**config.mk**
```make
export PLATFORM = sky130hd
export DESIGN_NAME = pipe_hazard_ctrl
export DESIGN_NICKNAME = d
export VERILOG_FILES = /design/src/rtl/pipe_hazard_ctrl_pkg.sv /design/src/rtl/pipe_hazard_ctrl_perf_cnt.sv /design/src/rtl/pipe_hazard_ctrl.sv
export SDC_FILE = /design/constraint.sdc
export NUM_CORES = 1
export LEC_CHECK = 0
export ABC_AREA = 1
export BUFFER_PORTS_ARGS = -buffer_cell sky130_fd_sc_hd__buf_2
export CAP_MARGIN = 20
export CORE_MARGIN = 2
export CORE_UTILIZATION = 47
export DETAILED_ROUTE_END_ITERATION = 10
export PLACE_DENSITY = 0.8
export REMOVE_ABC_BUFFERS = 1
export SETUP_SLACK_MARGIN = 0.5
export SLEW_MARGIN = 20
export SYNTH_ARGS = -nofsm -noshare
export SYNTH_HDL_FRONTEND = slang
export SYNTH_SLANG_ARGS = --single-unit
```
**constraint.sdc**
```tcl
create_clock -name clk -period 1.2 [get_ports clk]
set_input_delay 0.24 -clock clk [delete_from_list [all_inputs] [get_ports clk]]
set_output_delay 0.24 -clock clk [all_outputs]
set_load 0.02 [all_outputs]
```
**src/rtl/pipe_hazard_ctrl_pkg.sv**
```systemverilog
// Shared types for the pipeline hazard sequencer: per-stage control bundle and FSM states.
// Optional counter bank is enabled by defining PIPE_PERF_CNT_EN.
package pipe_hazard_ctrl_pkg;

    localparam int HZ_PC_W = 64;

    typedef enum logic [0:0] {
        HZ_RUN  = 1'b0,
        HZ_PEND = 1'b1
    } hz_state_t;

    typedef struct packed {
        logic               stall_f;
        logic               stall_d;
        logic               stall_e;
        logic               stall_m;
        logic               flush_d;
        logic               flush_e;
        logic               flush_m;
        logic               redirect;
        logic [HZ_PC_W-1:0] redirect_pc;
    } hazard_ctl_t;

endpackage

```
**src/rtl/pipe_hazard_ctrl_perf_cnt.sv**
```systemverilog
// Free-running wrapping event counters for the hazard sequencer.
// Only built when PIPE_PERF_CNT_EN is defined.
`ifdef PIPE_PERF_CNT_EN
module pipe_perf_cnt #(
    parameter int CNT_W = 32
) (
    input  logic             clk,
    input  logic             reset,
    input  logic             stall_ev,
    input  logic             flush_ev,
    output logic [CNT_W-1:0] perf_cycles,
    output logic [CNT_W-1:0] perf_stall,
    output logic [CNT_W-1:0] perf_flush
);

    localparam logic [CNT_W-1:0] CNT_ONE = {{(CNT_W-1){1'b0}}, 1'b1};

    // Counter bank: cycles always, stall/flush on their qualifying events.
    always_ff @(posedge clk or negedge reset) begin
        if (!reset) begin
            perf_cycles <= {CNT_W{1'b0}};
            perf_stall  <= {CNT_W{1'b0}};
            perf_flush  <= {CNT_W{1'b0}};
        end else begin
            perf_cycles <= perf_cycles + CNT_ONE;
            if (stall_ev) begin
                perf_stall <= perf_stall + CNT_ONE;
            end else begin
                perf_stall <= perf_stall;
            end
            if (flush_ev) begin
                perf_flush <= perf_flush + CNT_ONE;
            end else begin
                perf_flush <= perf_flush;
            end
        end
    end

endmodule
`endif

```
**src/rtl/pipe_hazard_ctrl.sv**
```systemverilog
// Central stall/flush sequencer for the 5-stage pipeline, with a parked-redirect FSM.
// Define PIPE_PERF_CNT_EN to add the perf_cycles/perf_stall/perf_flush counters.
module pipe_hazard_ctrl
    import pipe_hazard_ctrl_pkg::*;
#(
    parameter int XLEN  = 64
`ifdef PIPE_PERF_CNT_EN
    , parameter int CNT_W = 32
`endif
) (
    input  logic            clk,
    input  logic            reset,
    input  logic            load_use,
    input  logic            ex_busy,
    input  logic            d_wait,
    input  logic            i_wait,
    input  logic            br_valid,
    input  logic [XLEN-1:0] br_target,
    output logic            stall_f,
    output logic            stall_d,
    output logic            stall_e,
    output logic            stall_m,
    output logic            flush_d,
    output logic            flush_e,
    output logic            flush_m,
    output logic            redirect,
    output logic [XLEN-1:0] redirect_pc,
    output logic            busy_pend
`ifdef PIPE_PERF_CNT_EN
    ,
    output logic [CNT_W-1:0] perf_cycles,
    output logic [CNT_W-1:0] perf_stall,
    output logic [CNT_W-1:0] perf_flush
`endif
);

    hz_state_t   state_r, state_nxt_s;
    logic [XLEN-1:0] target_r, target_nxt_s;
    hazard_ctl_t ctl_raw_s, ctl_s;
    logic        accept_s;

    // A branch is only taken when execute is not frozen by memory or a multi-cycle op.
    assign accept_s = br_valid & ~d_wait & ~ex_busy;

    // Priority hazard resolution plus redirect FSM next-state logic.
    always_comb begin
        ctl_raw_s    = '0;
        state_nxt_s  = state_r;
        target_nxt_s = target_r;

        if (d_wait) begin
            ctl_raw_s.stall_f = 1'b1;
            ctl_raw_s.stall_d = 1'b1;
            ctl_raw_s.stall_e = 1'b1;
            ctl_raw_s.stall_m = 1'b1;
        end else if (ex_busy) begin
            ctl_raw_s.stall_f = 1'b1;
            ctl_raw_s.stall_d = 1'b1;
            ctl_raw_s.stall_e = 1'b1;
            ctl_raw_s.flush_m = 1'b1;
        end else if (br_valid) begin
            ctl_raw_s.flush_d = 1'b1;
            ctl_raw_s.flush_e = 1'b1;
        end else if (load_use) begin
            ctl_raw_s.stall_f = 1'b1;
            ctl_raw_s.stall_d = 1'b1;
            ctl_raw_s.flush_e = 1'b1;
        end else begin
            ctl_raw_s.stall_f = i_wait;
        end

        case (state_r)
            HZ_RUN: begin
                if (accept_s && i_wait) begin
                    target_nxt_s = br_target;
                    state_nxt_s  = HZ_PEND;
                end else if (accept_s) begin
                    ctl_raw_s.redirect    = 1'b1;
                    ctl_raw_s.redirect_pc = HZ_PC_W'(br_target);
                end else begin
                    state_nxt_s = HZ_RUN;
                end
            end
            HZ_PEND: begin
                // Stale fetches are discarded while parked; a frozen memory stage still wins.
                ctl_raw_s.flush_d = ctl_raw_s.flush_d | ~d_wait;
                if (i_wait) begin
                    target_nxt_s = accept_s ? br_target : target_r;
                end else begin
                    ctl_raw_s.redirect    = 1'b1;
                    ctl_raw_s.redirect_pc = HZ_PC_W'(accept_s ? br_target : target_r);
                    state_nxt_s           = HZ_RUN;
                end
            end
            default: begin
                state_nxt_s = HZ_RUN;
            end
        endcase
    end

    // Force every control quiet while reset is held.
    always_comb begin
        if (!reset) begin
            ctl_s = '0;
        end else begin
            ctl_s = ctl_raw_s;
        end
    end

    // FSM state and parked redirect target.
    always_ff @(posedge clk or negedge reset) begin
        if (!reset) begin
            state_r  <= HZ_RUN;
            target_r <= {XLEN{1'b0}};
        end else begin
            state_r  <= state_nxt_s;
            target_r <= target_nxt_s;
        end
    end

    assign stall_f     = ctl_s.stall_f;
    assign stall_d     = ctl_s.stall_d;
    assign stall_e     = ctl_s.stall_e;
    assign stall_m     = ctl_s.stall_m;
    assign flush_d     = ctl_s.flush_d;
    assign flush_e     = ctl_s.flush_e;
    assign flush_m     = ctl_s.flush_m;
    assign redirect    = ctl_s.redirect;
    assign redirect_pc = XLEN'(ctl_s.redirect_pc);
    assign busy_pend   = (state_r == HZ_PEND);

`ifdef PIPE_PERF_CNT_EN
    pipe_perf_cnt #(
        .CNT_W (CNT_W)
    ) u_perf_cnt (
        .clk         (clk),
        .reset       (reset),
        .stall_ev    (ctl_s.stall_d),
        .flush_ev    (ctl_s.flush_d | ctl_s.flush_e),
        .perf_cycles (perf_cycles),
        .perf_stall  (perf_stall),
        .perf_flush  (perf_flush)
    );
`endif

endmodule
```
==> out/metrics.cfg <==
[outcome]
status = complete, but fails checks
violations = negative setup slack

[routing]
ant_nets = 0
first_pass_iters = 5
vias = 5977
wl_per_cell_microns = 14.5
viasPerCell = 5.17
drt_iter0_markers = 563
drc = 0
wl_microns = 16700

[placed_design]
place_congestion = 0.803
dp_cells = 1102
port_buffers = 143
dp_hpwl_microns = 9010

[clocking]
root_buffer = clkbuf_8
cts.sinks = 65
htree_levels = 3
cts_tree = built
clkSlewWorstSetupHoldPaths_ns = 0.08
numCtsBuffers = 9
ctsLongestPathBuffers = 2
worstSkewPairLatency_ns = 0.35

[floorplan]
dieArea_sq_mm = 0.0109
die_width_microns = 104
start_util_pct = 48.4
std_cell_rows = 36
die_h_microns = 104
core_area_sq_mm = 0.00977
io_pins = 144

[timing]
finalWorstSetupSlack_ns = -0.598
max_freq_mhz = 556
rsz0062_at_grt = true
finalSetupViolations = 135
tns_ns = -49.54
fin_crit_ns = 1.80
period_share_pct = 150
slew_violations = 0
tightest_slew_ns = 0.406
max_slew_margin_pct = 72.9
finalHoldViolCount = 0
clock-skew-final_ns = 0.0133

[worst_setup_path]
r2r-end = target_r[10]
critical_path_class = reg -> out
path_max_fanout = 8
worstPathArrival_ns = 1.56
crit_path_start_kind = flop
worstSetupEndpointType = output pin
reg2reg_depth = 9
required_ns = 0.96
regToRegStartpoint = busy_pend
rrSetupSlack_ns = -0.30

[synthesis]
post_synth_num_cell_types = 15
ys.flop_type = dfrtp_1
syn_avg_cell_area_sq_um = 5.59
synth_area_sq_mm = 0.00473
yosysSeqAreaShare_pct = 34.4
synth-edff-count = 0
ys_async_sr_fraction_pct = 100
syn_inst = 846
yosys.area.top_type = nand2_1
yosysWarningCount = 0
synth-seq-cells = 65
synth.most_common_cell = nand2_1
synthTopCellsByArea = nand2_1 (41%), dfrtp_1 (34%), nand3_1 (6.8%)
synth_top_area_share_pct = 40.9
ys_top_cells_by_count = nand2_1 (516), inv_1 (68), nor2_1 (68)

[finish]
fin_nets = 1088
area.sequential_sq_mm = 0.00163
multiInputGateArea_sq_mm = 0.00284
drive_above_1_share_pct = 31.8
finalNonFillerCells = 1155
diodes = 0
area_growth_pct = 54.4
fill_cells = 722

[power_and_ir_drop]
power_leakage_uw = 0.00441
peakVddDrop_uv = 668
p_per_area_mw_per_mm2 = 1040

[global_route]
met2_usage_pct = 47.2
grt_max_degree = 36
grt_util_met1_pct = 39.3
grt_first_pass_wirelength_microns = 25800
grt_usage_pct = 29.0
antenna_found_initial = 1
grtUsageMet3_pct = 4.76
top_usage_layer = met2
first_global_vias = 5283
grt_overflow = 0

[job]
drv_cap = 0

[min_path]
min_path_type = in -> async

## stage by stage
step           worst slack [ns]  hold slack (ns)  utilization (%)  total power [uW]  cell area [sq um]
2_1_floorplan             -3.20          -0.0556                -              4120               4450
3_3_place_gp             -0.305            0.254             59.2              4830               5790
3_5_place_dp             -0.283            0.238             59.2              4890               5790
4_1_cts                  -0.507          -0.0749             70.4              7340               6880
5_1_grt                  -0.638          0.00905             74.8              8030               7310
6_report                 -0.598          0.00737             74.8              7620               7310
## kinds of logic (layout without fill, tap and decap cells)
| family | Yosys count | count (layout) | share of synthesized area [%] |
|---|---|---|---|
| simple gates | 651 | 651 | 53.6 |
| buf+inv | 126 | 302 | 11.6 |
| flops | 65 | 65 | 34.4 |
| compound gates | 4 | 4 | 0.449 |
## area by class of cell
type | instances | area share, %
multi-input combinational | 655 | 38.9
timing repair buffer | 215 | 29.7
sequential | 65 | 22.3
inverter | 71 | 3.78
tap | 133 | 2.28
clock buffer | 12 | 1.99
clock inverter | 4 | 1.04
## worst max path at each step
stage                          from               to  cells past startpoint  slack (ns)
after floorplan             ex_busy      target_r[0]                      7       -3.20
after global placement     br_valid  redirect_pc[63]                      5       -0.31
after detailed placement    ex_busy   redirect_pc[2]                      8       -0.28
after CTS                 busy_pend  redirect_pc[11]                      7       -0.51
after global routing      busy_pend  redirect_pc[10]                      7       -0.64
final                     busy_pend   redirect_pc[2]                      7       -0.60
## sequential cells by signal (all words and copies together) (netlist names)
register and count:
target_r 64, busy_pend 1
## worst max-delay path, stage by stage, from the launching register on
cell and delay (ns):
dfrtp_2 0.42, buf_6 0.16, buf_12 0.14, nand2_4 0.05, nand2_2 0.06, nand2_2 0.07, nor2_1 0.15, buf_4 0.17
## cells in the final DEF, fill, tap and decap left out, types with 3 or more instances in the layout
master and count:
a21oi_2 3, buf_12 23, buf_16 13, buf_2 75, buf_4 70, buf_6 27
buf_8 4, clkbuf_8 10, dfrtp_1 64, inv_1 64, inv_2 4, nand2_1 449
nand2_2 58, nand2_4 9, nand3_1 64, nor2_1 53, nor2_2 13, nor2_4 3
## where the power goes
group          internal [uW]  switching, uW  total (uW)  leakage, uW
Combinational           1080           1350        2420      0.00350
Clock                   1230            870        2100     0.000107
Sequential              2730            368        3100     0.000803
Total                   5040           2580        7620      0.00441
## routing by layer
metal | share of wire (%) | vias up
met5 | 0 | -
li1 | - | 2863
met4 | 2.8 | 0
met2 | 49 | 314
met3 | 8.0 | 50
met1 | 41 | 2750
## timing repair
| action | in CTS | in global routing |
|---|---|---|
| gates resized for setup | 113 | 119 |
| pin swaps | 16 | 31 |
| gates cloned | 15 | 1 |
| hold endpoints to repair | 7 | 0 |
| setup buffers | 13 | 8 |
| setup endpoints to repair | 138 | 138 |
Power figures use the tool's default switching activity.
